### config.mk
export PLATFORM = sky130hd
export DESIGN_NAME = mips_ex_agu_ctrl
export DESIGN_NICKNAME = d
export VERILOG_FILES = /design/src/rtl/mips_ex_agu_ctrl.sv
export SDC_FILE = /design/constraint.sdc
export NUM_CORES = 1
export LEC_CHECK = 0
export ABC_AREA = 1
export CAP_MARGIN = 25
export CORE_MARGIN = 3
export CORE_UTILIZATION = 48
export DETAILED_ROUTE_END_ITERATION = 6
export HOLD_SLACK_MARGIN = 0.06
export PLACE_DENSITY = 0.95
export SLEW_MARGIN = 15
export SYNTH_ARGS = -nofsm -noshare
export SYNTH_HDL_FRONTEND = slang
export SYNTH_SLANG_ARGS = --single-unit
### constraint.sdc
create_clock -name clk -period 12.61 [get_ports clk]
set_clock_uncertainty 0.05 [all_clocks]
set_input_delay 1.261 -clock clk [delete_from_list [all_inputs] [get_ports clk]]
set_output_delay 1.261 -clock clk [all_outputs]
set_load 0.005 [all_outputs]
### src/rtl/mips_ex_agu_ctrl.sv
`default_nettype none
// ============================================================================
// mips_ex_agu_ctrl : EX-stage load/store sequencer (AGU add, memory command,
//                    load response alignment/extension, misalign detection)
// Revision 1.0
// ============================================================================
module mips_ex_agu_ctrl #(
    parameter int MIPS_DATA_WIDTH = 32,
    parameter int MIPS_ADDR_WIDTH = 32
) (
    input  logic                       clk,
    input  logic                       rst,
    input  logic                       agu_i_valid,
    output logic                       agu_i_ready,
    input  logic                       agu_i_load,
    input  logic [1:0]                 agu_i_size,
    input  logic                       agu_i_usign,
    input  logic [MIPS_DATA_WIDTH-1:0] agu_i_rs,
    input  logic [MIPS_DATA_WIDTH-1:0] agu_i_imm,
    input  logic [MIPS_DATA_WIDTH-1:0] agu_i_wdata,
    input  logic [4:0]                 agu_i_rd,
    output logic                       agu_req_alu,
    output logic [MIPS_DATA_WIDTH-1:0] agu_req_alu_op1,
    output logic [MIPS_DATA_WIDTH-1:0] agu_req_alu_op2,
    output logic                       agu_req_alu_add,
    input  logic [MIPS_DATA_WIDTH-1:0] agu_req_alu_res,
    output logic                       mem_cmd_valid,
    input  logic                       mem_cmd_ready,
    output logic                       mem_cmd_read,
    output logic [MIPS_ADDR_WIDTH-1:0] mem_cmd_addr,
    output logic [MIPS_DATA_WIDTH-1:0] mem_cmd_wdata,
    output logic [3:0]                 mem_cmd_wmask,
    input  logic                       mem_rsp_valid,
    input  logic [MIPS_DATA_WIDTH-1:0] mem_rsp_rdata,
    output logic                       wb_valid,
    input  logic                       wb_ready,
    output logic [4:0]                 wb_rd,
    output logic [MIPS_DATA_WIDTH-1:0] wb_data,
    output logic                       agu_misalign
);

    typedef enum logic [2:0] {
        S_IDLE = 3'd0,
        S_ADDR = 3'd1,
        S_CMD  = 3'd2,
        S_RSP  = 3'd3,
        S_WB   = 3'd4,
        S_ERR  = 3'd5
    } state_t;

    localparam logic [1:0] SZ_BYTE = 2'b00;
    localparam logic [1:0] SZ_HALF = 2'b01;
    localparam logic [1:0] SZ_WORD = 2'b10;

    state_t                     state_q, state_d;
    logic                       load_q, load_d;
    logic [1:0]                 size_q, size_d;
    logic                       usign_q, usign_d;
    logic [MIPS_DATA_WIDTH-1:0] rs_q, rs_d;
    logic [MIPS_DATA_WIDTH-1:0] imm_q, imm_d;
    logic [MIPS_DATA_WIDTH-1:0] sdata_q, sdata_d;
    logic [4:0]                 rd_q, rd_d;
    logic [MIPS_DATA_WIDTH-1:0] ea_q, ea_d;
    logic [MIPS_DATA_WIDTH-1:0] wbdata_q, wbdata_d;

    logic                       w_misalign;
    logic [MIPS_DATA_WIDTH-1:0] w_shift;
    logic [MIPS_DATA_WIDTH-1:0] w_ld_data;
    logic [MIPS_DATA_WIDTH-1:0] w_st_data;
    logic [3:0]                 w_st_mask;

    // Alignment is judged on the live ALU sum so ERR is entered straight from ADDR.
    always_comb begin
        w_misalign = 1'b0;
        case (size_q)
            SZ_BYTE: w_misalign = 1'b0;
            SZ_HALF: w_misalign = agu_req_alu_res[0];
            SZ_WORD: w_misalign = |agu_req_alu_res[1:0];
            default: w_misalign = 1'b1;
        endcase
    end

    assign w_shift = mem_rsp_rdata >> {ea_q[1:0], 3'b000};

    always_comb begin
        w_ld_data = mem_rsp_rdata;
        case (size_q)
            SZ_BYTE: w_ld_data = usign_q ? {24'b0, w_shift[7:0]}
                                         : {{24{w_shift[7]}}, w_shift[7:0]};
            SZ_HALF: w_ld_data = usign_q ? {16'b0, w_shift[15:0]}
                                         : {{16{w_shift[15]}}, w_shift[15:0]};
            default: w_ld_data = mem_rsp_rdata;
        endcase
    end

    always_comb begin
        w_st_data = sdata_q;
        w_st_mask = 4'b1111;
        case (size_q)
            SZ_BYTE: begin
                w_st_data = {4{sdata_q[7:0]}};
                w_st_mask = 4'b0001 << ea_q[1:0];
            end
            SZ_HALF: begin
                w_st_data = {2{sdata_q[15:0]}};
                w_st_mask = 4'b0011 << ea_q[1:0];
            end
            default: begin
                w_st_data = sdata_q;
                w_st_mask = 4'b1111;
            end
        endcase
    end

    always_comb begin
        state_d  = state_q;
        load_d   = load_q;
        size_d   = size_q;
        usign_d  = usign_q;
        rs_d     = rs_q;
        imm_d    = imm_q;
        sdata_d  = sdata_q;
        rd_d     = rd_q;
        ea_d     = ea_q;
        wbdata_d = wbdata_q;
        case (state_q)
            S_IDLE: begin
                if (agu_i_valid) begin
                    load_d  = agu_i_load;
                    size_d  = agu_i_size;
                    usign_d = agu_i_usign;
                    rs_d    = agu_i_rs;
                    imm_d   = agu_i_imm;
                    sdata_d = agu_i_wdata;
                    rd_d    = agu_i_rd;
                    state_d = S_ADDR;
                end
            end
            S_ADDR: begin
                ea_d    = agu_req_alu_res;
                state_d = w_misalign ? S_ERR : S_CMD;
            end
            S_ERR: state_d = S_IDLE;
            S_CMD: begin
                if (mem_cmd_ready) begin
                    state_d = load_q ? S_RSP : S_IDLE;
                end
            end
            S_RSP: begin
                if (mem_rsp_valid) begin
                    wbdata_d = w_ld_data;
                    state_d  = S_WB;
                end
            end
            S_WB: begin
                if (wb_ready) begin
                    state_d = S_IDLE;
                end
            end
            default: state_d = S_IDLE;
        endcase
    end

    always_ff @(posedge clk or posedge rst) begin
        if (rst) begin
            state_q  <= S_IDLE;
            load_q   <= 1'b0;
            size_q   <= 2'b00;
            usign_q  <= 1'b0;
            rs_q     <= '0;
            imm_q    <= '0;
            sdata_q  <= '0;
            rd_q     <= 5'd0;
            ea_q     <= '0;
            wbdata_q <= '0;
        end else begin
            state_q  <= state_d;
            load_q   <= load_d;
            size_q   <= size_d;
            usign_q  <= usign_d;
            rs_q     <= rs_d;
            imm_q    <= imm_d;
            sdata_q  <= sdata_d;
            rd_q     <= rd_d;
            ea_q     <= ea_d;
            wbdata_q <= wbdata_d;
        end
    end

    // Every output is a state decode gating registered data, so idle outputs read as zero.
    assign agu_i_ready     = (state_q == S_IDLE);
    assign agu_req_alu     = (state_q == S_ADDR);
    assign agu_req_alu_add = (state_q == S_ADDR);
    assign agu_req_alu_op1 = (state_q == S_ADDR) ? rs_q  : '0;
    assign agu_req_alu_op2 = (state_q == S_ADDR) ? imm_q : '0;

    assign mem_cmd_valid = (state_q == S_CMD);
    assign mem_cmd_read  = (state_q == S_CMD) && load_q;
    assign mem_cmd_addr  = (state_q == S_CMD) ? {ea_q[MIPS_ADDR_WIDTH-1:2], 2'b00} : '0;
    assign mem_cmd_wdata = ((state_q == S_CMD) && !load_q) ? w_st_data : '0;
    assign mem_cmd_wmask = ((state_q == S_CMD) && !load_q) ? w_st_mask : 4'b0000;

    assign wb_valid     = (state_q == S_WB);
    assign wb_rd        = (state_q == S_WB) ? rd_q     : 5'd0;
    assign wb_data      = (state_q == S_WB) ? wbdata_q : '0;
    assign agu_misalign = (state_q == S_ERR);

endmodule
`default_nettype wire

==> After elaboration in Yosys (flattened, before gate mapping) <==
Cells that the tools add are included.
{ "word_totals": {"ff_bits": 172, "latch_bits": 0, "ramBits": 0, "mem_bits_ro": 0, "in_bits": 175, "output_inout_bits": 176, "mem_count": 0} }
{ "op_classes": {"addsub": 0, "n_mul": 0, "div": 0, "order_cmp": 0, "eq_ne": 11, "n_shift": 3, "n_mux": 20, "bitwise": 0, "reduce_logical": 9} }
{ "op_table": {"columns": ["op", "count"], "rows": [
  ["$mux 32", 7],
  ["$pmux 32 s2", 2],
  ["$shr 32x5->16", 1],
  ["$mux 3", 5],
  ["$pmux 3 s5", 1],
  ["$pmux 4 s2", 1],
  ["$eq 3x2->1 const B", 2],
  ["$eq 3x3->1 const B", 2],
  ["$mux 5", 1],
  ["$mux 4", 1],
  ["$ne 2x1->1 const B", 2],
  ["$ne 2x2->1 const B", 2],
  ["$reduce_and 2->1", 2],
  ["$reduce_and 4->1", 1],
  ["$shl 1x2->4 const A", 1],
  ["$shl 2x2->4 const A", 1],
  ["$eq 3x1->1 const B", 1],
  ["$logic_not 3->1", 1],
  ["$pmux 1 s3", 1],
  ["$eq 2x1->1 const B", 1],
  ["$eq 2x2->1 const B", 1],
  ["$logic_and 1x1->1", 2],
  ["$logic_not 2->1", 1],
  ["$mux 2", 1],
  ["other kinds (2)", 2]
]} }

==> Longest topological paths before layout <==
Gate-level depths: netlist (run 1).
{ "depth": {"word_depth": 4, "mapped_depth": 10} }

==> Worst setup path before layout (run 1) <==
OpenSTA, ideal clock, no wires.
{ "synth_timing": {"path_kind": "reg2out", "from": "register state_q[0]", "to": "output port mem_cmd_wdata[16]", "t_arrival_ns": 1.291, "path_slack_ns": 10.008, "stages_incl_launch_ff": 7, "path_buffers": 1, "cell_sequence": "dfrtp_1 -> nor3_2 -> inv_2 -> nor2_4 -> inv_2 -> buf_2 -> nor2_1"} }
{ "synth_via": {"elab_chain_len": 3} }
{ "synth_rtl": {"columns": ["item", "line", "text"], "rows": [
  ["from (decl)", "55", "state_t state_q, state_d;"],
  ["from (signal assigned)", "177", "state_q <= state_d;"],
  ["$eq 3x2->1", null, null],
  ["via mem_cmd_valid", "27", "output logic mem_cmd_valid,"],
  ["$logic_and 1x1->1", "200", "assign mem_cmd_wdata = ((state_q == S_CMD) && !load_q) ? w_st_data : '0;"],
  ["$mux 32", "200", null],
  ["to (decl)", "31", "output logic [MIPS_DATA_WIDTH-1:0] mem_cmd_wdata,"]
]} }
The timed path passes the listed nets, and every way through them passes these cells.

==> Worst setup path after layout (run 1) <==
{ "layout_timing": {"from": "register size_q[1]", "to": "output port mem_cmd_wdata[15]"} }
{ "layout_via": {"elab_chain_len": 3} }
{ "layout_rtl": {"columns": ["item", "line", "text"], "rows": [
  ["from (decl)", "57", "logic [1:0] size_q, size_d;"],
  ["from (signal assigned)", "179", "size_q <= size_d;"],
  ["$eq 2x1->1 / $logic_not 2->1 (equally long branches)", "99", "case (size_q)"],
  ["$pmux 32 s2 *", "99", null],
  ["$mux 32 *", "200", null]
]} }
Every way passes the cells marked *; elsewhere a longest branch is shown, timed or not.

==> reports/results.txt, run 1 <==
During synthesis, Yosys emitted a total of 0 warnings. The logs give 0.266 for the overall track demand over capacity in global routing and 12400 um^2 for the cell area after placement. The worst setup path is captured at an output pin. For this block, the via count after detailed routing is 8615.

The detail route stage leaves a number of antenna-violating nets equal to 0. For the worst setup path, the data required time is 11.30 ns. Counting along the longest clock path gives a buffer depth of 2.

The proportion of register bits with asynchronous set or reset after synthesis came out at 1.00. The biggest fanout along the worst timing path works out to 61. The critical path is of the flip-flop to output pin type. The tightest min-delay check is of the flip-flop to flip-flop type.

The floorplan step defined a die boundary enclosing 20300 um^2. The core region is 18100 um^2. For the sequential fraction of the synthesis area, the log shows 0.481.

The clock period could shrink to 4.24 ns. The tools report the total CTS buffers as 17. The most used flip-flop cell after synthesis is sky130_fd_sc_hd__dfrtp_1. The run gives 1285 as the total of fill cells in the finished design.

The synthesized netlist contains 29 unique library cells. Buffers placed on the I/O ports in this run total 348. The tools report the start point of the worst hold path as wbdata_q[11]$_DFFE_PP0P_. The most critical setup path has its startpoint at size_q[1]$_DFFE_PP0P_. The floorplan step set the die height to 143 um. Clock latency on the worst-skew pair, taken at its later pin, is 0.41 ns. Across the run, the number of max-cap violations was 0. Ranked by instance count, the synthesized netlist is headed by sky130_fd_sc_hd__nor2_1 (259), sky130_fd_sc_hd__nand2_1 (184), sky130_fd_sc_hd__inv_1 (183), sky130_fd_sc_hd__dfrtp_1 (172), sky130_fd_sc_hd__a21oi_2 (93). Total power of the final layout: 2.83 mW. The tools report the half-perimeter wire length after detailed placement as 20200 um. Internal power comes to 1.72 mW.

The utilization after layout came out at 0.719. The final estimated routing congestion in global placement was 0.941; the number of remaining DRC errors was 0. The library cell used as clock root buffer was sky130_fd_sc_hd__clkbuf_16. The run gives 27800 um as the sum of routed wire length over all layers.

The worst-margin pin slew was 1.03 ns. The startpoint of the worst register-to-register path is state_q[0]$_DFFE_PP0P_. The worst setup timing slack at the placement stage is 8.85 ns, and the via count normalized by instance count is 5.08. Traced cell by cell, the critical path runs through nor2_2, nand2_1, o211ai_1, a21oi_1, clkdlybuf4s50_1.

For the worst flop-to-flop path, the logic depth is 6. Once layout is done, the placed cells without fillers occupy 13000 um^2. The clock sink count is 172, and the delay of the slowest cell on the worst path is 1.05 ns.

CTS built an H-tree with a depth of 4. The floorplan die width came out at 143 um. TritonCTS built the clock tree. For the number of global-route vias before repair, the log shows 8334. sky130_fd_sc_hd__nor2_1 is the most common cell in the netlist. The tools report the number of optimization iterations in the first detailed-route pass as 7. The power share of the combinational group came out at 0.469. The number of enable-type register cells in the synthesized netlist is 0. Registers take 4310 um^2. In the synthesized netlist, the number of instances is 1149. The area added between synthesis and finish was 45.8%. The switching part of the total works out to 0.393. Clock network power share: 0.196. Cell accounting for the most synthesized area: sky130_fd_sc_hd__dfrtp_1. The logs give 665 for the initial detailed-routing violation count and 0 for the number of hold buffers added after cts. For the final routed database, the setup TNS stands at 0 ns. Across all setup checks in the final design, the least slack found is 8.37 ns. For this run, the top clock speed supported by timing is 236 MHz. The share of the clock period used by the worst path was 0.336; the data arrival time of the critical path was 2.93 ns. The slowest library cell on the worst path was sky130_fd_sc_hd__dfrtp_2. The run finished with clean final reports.

The max-slew violation count is 0, and the share of post-route cells with drive strength above 1 is 0.112. Summing all multi-input logic gate instances after layout gives 3540 um^2. The diode insertion count for antenna repair is 0, and the number of hold-slack violations in the final timing report is 0. The initial antenna violation count was 0. In this run the count of I/O pins placed on the die edge is 351. Setup repair after global routing left no endpoint under its margin.

Clock-pin slew was measured on the worst setup and hold paths at 0.07 ns. The average instance in the mapped netlist occupies 7.79 um^2. The share of power burned in registers is 0.335, and the average routed wire per standard cell is 16.4 um. The final-stage net count was 1630; the number of placement rows was 49.

The number of cells upsized or downsized after cts is 0. Buffers added to address setup during post-CTS repair amount to 0. Dividing total power by cell area gives a power density of 217 nW/um^2.

For the largest net degree at the start of global routing, the log shows 96. The synthesized flop and latch total is 172, and the netlist area before placement is 8950 um^2. The worst setup path is launched from a flip-flop. For the effective utilization at floorplan, the log shows 0.493. Summed over all layers, the global routing overflow is 0.

The run gives 0.156 mV as the maximum VDD drop. Ranked by total cell area, the synthesized netlist is headed by sky130_fd_sc_hd__dfrtp_1 (48%), sky130_fd_sc_hd__nor2_1 (11%), sky130_fd_sc_hd__a21oi_2 (9.1%). The switching power was 1.11 mW; the instance count along the most critical hold path was 2. The area share of the largest cell type after synthesis was 0.481; the setup-violating endpoint count in the final report was 0.

The headroom to the max-slew limit is 0.312, and the wire length of the first global-routing pass is 42900 um. In this run the static leakage power is 6.23 nW.
==> power groups by stage <==
stage	registers, mW	clock network, mW	logic [mW]
global route	0.972	0.588	1.47
detailed placement	0.955	0	1.31
global placement	0.939	0	1.27
floorplan	0.888	0	0.838
CTS	0.946	0.563	1.32
finish	0.948	0.556	1.33
==> per-stage QoR <==
stage | hold slack [ns] | instances
floorplan | 0.399 | 1150
global placement | 0.416 | 1663
detailed placement | 0.415 | 1663
CTS | 0.434 | 1695
global route | 0.454 | 1697
finish | 0.431 | 1697
==> per-layer routing <==
| metal | wire (um) | GRT usage |
|---|---|---|
| met1 | 10800 | 0.332 |
| met2 | 14000 | 0.455 |
| met3 | 2240 | 0.0652 |
| met4 | 773 | 0.0880 |
| met5 | 0 | 0 |
==> cells in the final DEF, fill, tap and decap left out, types with 2 or more instances in the layout <==
master / n
sky130_fd_sc_hd__nand3_2: 3
sky130_fd_sc_hd__inv_6: 5
sky130_fd_sc_hd__nand3_1: 39
sky130_fd_sc_hd__nor2_2: 3
sky130_fd_sc_hd__o211ai_1: 15
sky130_fd_sc_hd__clkinv_2: 2
sky130_fd_sc_hd__o21ai_0: 52
sky130_fd_sc_hd__inv_2: 8
sky130_fd_sc_hd__clkinv_4: 3
sky130_fd_sc_hd__dfrtp_1: 171
sky130_fd_sc_hd__nor2_4: 3
sky130_fd_sc_hd__conb_1: 2
sky130_fd_sc_hd__o22ai_1: 2
sky130_fd_sc_hd__bufinv_16: 3
sky130_fd_sc_hd__clkbuf_16: 17
sky130_fd_sc_hd__clkdlybuf4s50_1: 348
sky130_fd_sc_hd__nor2_1: 259
sky130_fd_sc_hd__inv_1: 182
sky130_fd_sc_hd__a21oi_2: 93
sky130_fd_sc_hd__mux2_2: 9
sky130_fd_sc_hd__nand2_1: 183
sky130_fd_sc_hd__a21oi_1: 46
sky130_fd_sc_hd__buf_4: 5
==> kinds of logic (layout without fill, tap and decap cells) <==
| family | count (synthesis) | count (layout) | synth area share |
|---|---|---|---|
| flops | 172 | 172 | 0.481 |
| compound gates | 210 | 210 | 0.161 |
| simple gates | 495 | 495 | 0.219 |
| other cells | 1 | 2 | 0.000419 |
| mux | 10 | 10 | 0.0130 |
| buf+inv | 261 | 579 | 0.125 |
==> area by class of cell <==
class	count	area share
clock buffer	18	0.0337
clock inverter	14	0.0138
inverter	192	0.0556
multi-input combinational	717	0.271
sequential	172	0.330
tap	229	0.0220
timing repair buffer	355	0.273
==> final timing paths <==
kind                       slack, ns                        to
min in group asynchronous       1.31     imm_q[31]$_DFFE_PP0P_
max in group asynchronous       9.84   sdata_q[22]$_DFFE_PP0P_
setup reg to reg               10.01   sdata_q[18]$_DFFE_PP0P_
hold reg to reg                 0.43  wbdata_q[11]$_DFFE_PP0P_
setup / recovery                8.37         mem_cmd_wdata[15]
hold / removal                  0.43  wbdata_q[11]$_DFFE_PP0P_
==> sequential cells by signal, summed over array words and instances (netlist names) <==
| signal | count |
|---|---|
| rs_q | 32 |
| ea_q | 32 |
| state_q | 3 |
| imm_q | 32 |
| wbdata_q | 32 |
| size_q | 2 |
| usign_q | 1 |
| sdata_q | 32 |
| load_q | 1 |
| rd_q | 5 |
==> worst max-delay path: cells and delay by family (launching register included) <==
family,cells,cell delay [ns]
DFF,1,1.05
AOI/OAI and AO/OA,2,0.36
and+or+nand+nor,2,0.54
buffers and inverters,1,0.56
(Power assumes the default switching activity.)
==> inputs of run 2 (changes only) <==
--- a/config.mk
+++ b/config.mk
@@ -8,10 +8,10 @@
 export ABC_AREA = 1
 export CAP_MARGIN = 25
 export CORE_MARGIN = 3
-export CORE_UTILIZATION = 48
+export CORE_UTILIZATION = 44
 export DETAILED_ROUTE_END_ITERATION = 6
 export HOLD_SLACK_MARGIN = 0.06
-export PLACE_DENSITY = 0.95
+export PLACE_DENSITY = 0.92
 export SLEW_MARGIN = 15
 export SYNTH_ARGS = -nofsm -noshare
 export SYNTH_HDL_FRONTEND = slang
==> constraint.sdc (replaced) <==
create_clock -name clk -period 4.12 [get_ports clk]
set_clock_uncertainty 0.05 [all_clocks]
set_input_delay 0.412 -clock clk [delete_from_list [all_inputs] [get_ports clk]]
set_output_delay 0.412 -clock clk [all_outputs]
set_load 0.005 [all_outputs]
==> run 2 against run 1 <==
Power rose to 3.0 times the previous value. Wire length down 1.2%. Setup slack worse by 7.7 ns. Sequential share of layout area down 0.082 points. Critical endpoint is now mem_cmd_wmask[3]. Largest cell class unchanged. Register-to-register slack worse by 8.4 ns. Cell count up 2.4%. Non-clock buffer count up 5. First-iteration DRC count down 4.2%.
==> reports/results.txt, run 2 (synthesized netlist as in run 1, its figures left out) <==
The flow ran to the end, and the final reports show no timing, DRC or antenna violations. The number of global-route vias before repair was 8434 (+1.2%); the post-placement cell count was 1705 (+2.5%). The top cell types in the final layout, fill and taps aside, are sky130_fd_sc_hd__clkdlybuf4s50_1 (348), sky130_fd_sc_hd__nor2_1 (259), sky130_fd_sc_hd__nand2_1 (183).

Later-pin clock latency in the skew report: 0.42 ns (about the same). The initial antenna violation count is 2 (+2). STA classifies the critical path endpoint as an output pin. The tools report the number of hold buffers added after cts as 0 (unchanged).

Compared with the post-synthesis result, the final layout area differs by 46.2%. The maximum VDD drop is 0.377 mV (+140%), and the number of placement rows is 51 (+4.1%). Among cell families on the critical path, the largest total delay comes from buffers and inverters. The delay of the slowest cell on the worst path works out to 0.72 ns (-0.33 ns). The worst-margin pin slew works out to 0.913 ns (-0.119 ns). Number of remaining DRC errors: 0 (unchanged).

Slack of the worst reg-to-reg path: 1.59 ns (-8.42 ns). The non-filler instance count after layout is 1738 (+2.4%). The number of buffers inserted by port buffering was 348 (unchanged).

For the data required time of the critical path, the log shows 3.66 ns (-7.64 ns). Walking the worst path, the cells encountered are buf_16, nor2_2, o21ai_0, a21oi_2, clkdlybuf4s50_1. The max-slew violation count was 0 (unchanged); the final global-route overflow total was 0 (unchanged).

The library cell used most frequently in the layout, excluding fill and tap cells, is sky130_fd_sc_hd__clkdlybuf4s50_1. The worst setup timing slack at the placement stage was 1.09 ns (-7.76 ns); the number of hold-slack violations in the final timing report was 0 (unchanged). The count of buffer and inverter cells on the critical path is 2 (+1), and the clock slew at the register clock pins of the worst setup and hold paths is 0.07 ns (about the same). The logs give 22100 um^2 (+8.7%) for the die area and 0 ns (unchanged) for the total negative slack.

The total of fill cells in the finished design came out at 1509 (+17%). The clock sink count was 172 (unchanged). The total CTS buffers is 17 (unchanged). The tools report the least setup slack across all paths after layout as 0.631 ns (-7.74 ns). The number of max-capacitance violations reported was 0 (unchanged).

The slowest library cell on the worst path was sky130_fd_sc_hd__nor2_2. The half-perimeter wire length after detailed placement came out at 20300 um (+0.38%). The number of H-tree levels is 4 (unchanged), and the final estimated routing congestion in global placement is 0.913 (-3.0%). For the overall track demand over capacity in global routing, the log shows 0.247 (-0.0188). The die span in y works out to 149 um (+4.3%). TritonCTS built the clock tree. The run gives 43500 um (+1.3%) as the wire length of the first global-routing pass. The largest net degree at the start of global routing was 89 (-7.3%); the share of post-route cells with drive strength above 1 was 0.114 (+0.00241). The area of the core region is 19700 um^2 (+8.7%). Storage element area: 4310 um^2 (unchanged). STA classifies the critical path startpoint as a flip-flop. The power density relative to cell area was 648 nW/um^2 (+200%). The area taken by multi-input logic gates is 3540 um^2 (unchanged), and the share of power burned in registers is 0.338 (+0.003). Setup repair after global routing left no endpoint under its margin. The static leakage is 6.21 nW (-0.21%). The I/O pin count was 351 (unchanged). The maximum clock path buffer count was 2 (unchanged).

The routed via count was 8539 (-0.88%); the switching part of the total was 0.396 (+0.00319). The effective utilization at floorplan is 0.454 (-0.0393). The logs give 5.12 mW (+200%) for the internal power summed over all cells and 637 (-4.2%) for the initial detailed-routing violation count. The library cell used as clock root buffer is sky130_fd_sc_hd__clkbuf_16.

The category of the most critical setup path is flip-flop to output pin. Final period demand of the worst path: 3.49 ns. The biggest fanout along the worst timing path was 32 (-48%); the fmax was 287 MHz. The setup-violating endpoint count in the final report is 0 (unchanged), and the sum of routed wire length over all layers is 27500 um (-1.2%).

The power share of the combinational group is 0.486 (+0.017). The tightest min-delay check is of the input pin to asynchronous set/reset pin type. The floorplan die width was 149 um (+4.3%); the count of antenna-violating nets left after detailed routing was 0 (unchanged).

The headroom to the max-slew limit came out at 0.391 (+0.0786). The clock network power share is 0.176 (-0.020), and the final-stage net count is 1635 (+0.31%). Average routed wire per standard cell: 15.8 um (-3.6%). Number of optimization iterations in the first detailed-route pass: 5 (-2).

The share of the clock period used by the worst path was 0.847; the via count normalized by instance count was 4.91 (-3.2%). The tools report the data arrival time of the critical path as 3.03 ns (+0.10 ns). The number of cells upsized or downsized after cts is 0 (unchanged).

The switching power was 3.35 mW (+200%); the buffers inserted during post-CTS setup optimization was 0 (unchanged).
-- run 2: worst paths after layout --
path / startpoint / endpoint / depth (start not counted)
min in group clk: wbdata_q[10]$_DFFE_PP0P_ / wbdata_q[10]$_DFFE_PP0P_ / 2
min: rst / rs_q[26]$_DFFE_PP0P_ / 3
min reg2reg: wbdata_q[10]$_DFFE_PP0P_ / wbdata_q[10]$_DFFE_PP0P_ / 2
max in group asynchronous: rst / wbdata_q[10]$_DFFE_PP0P_ / 4
max: size_q[1]$_DFFE_PP0P_ / mem_cmd_wmask[3] / 5
max reg2reg: state_q[2]$_DFFE_PP0P_ / ea_q[31]$_DFFE_PP0N_ / 6
-- run 2: cell type report --
type | count | area share
clock inverters | 12 | 0.00689
inverters | 192 | 0.0554
clock buffers | 19 | 0.0346
flip-flops and latches | 172 | 0.329
well taps | 265 | 0.0253
diodes | 1 | 0.000191
multi-input cells | 717 | 0.271
repair buffers | 360 | 0.278
-- run 2: metal layers --
metal / GRT usage / share of wire
met5: 0 / 0.00062
met1: 0.304 / 0.39
met4: 0.0979 / 0.033
met3: 0.0719 / 0.087
met2: 0.412 / 0.49
-- run 2: worst reg2reg max path: cells and delay by family (launching register included) --
family,cells,cell delay (ns)
flip-flops,1,0.41
buffers and inverters,3,1.17
AO/OA/AOI/OAI,1,0.10
AND/OR/NAND/NOR,2,0.72
-- run 2: power groups by stage --
stage | logic [mW] | clock network [mW] | registers (mW)
after floorplan | 2.57 | 0 | 2.72
after global placement | 3.93 | 0 | 2.88
after detailed placement | 4.04 | 0 | 2.91
after CTS | 4.08 | 1.53 | 2.89
after global routing | 4.60 | 1.60 | 2.94
final | 4.12 | 1.49 | 2.86
-- run 2: per-stage QoR --
| stage | util | hold WS [ns] | power [mW] | instance area [um^2] |
|---|---|---|---|---|
| finish | 0.663 | 0.431 | 8.47 | 13100 |
| global route | 0.663 | 0.455 | 9.14 | 13100 |
| CTS | 0.662 | 0.435 | 8.50 | 13100 |
| detailed placement | 0.634 | 0.419 | 6.95 | 12500 |
| global placement | 0.633 | 0.415 | 6.81 | 12500 |
| floorplan | - | 0.399 | 5.29 | 8950 |
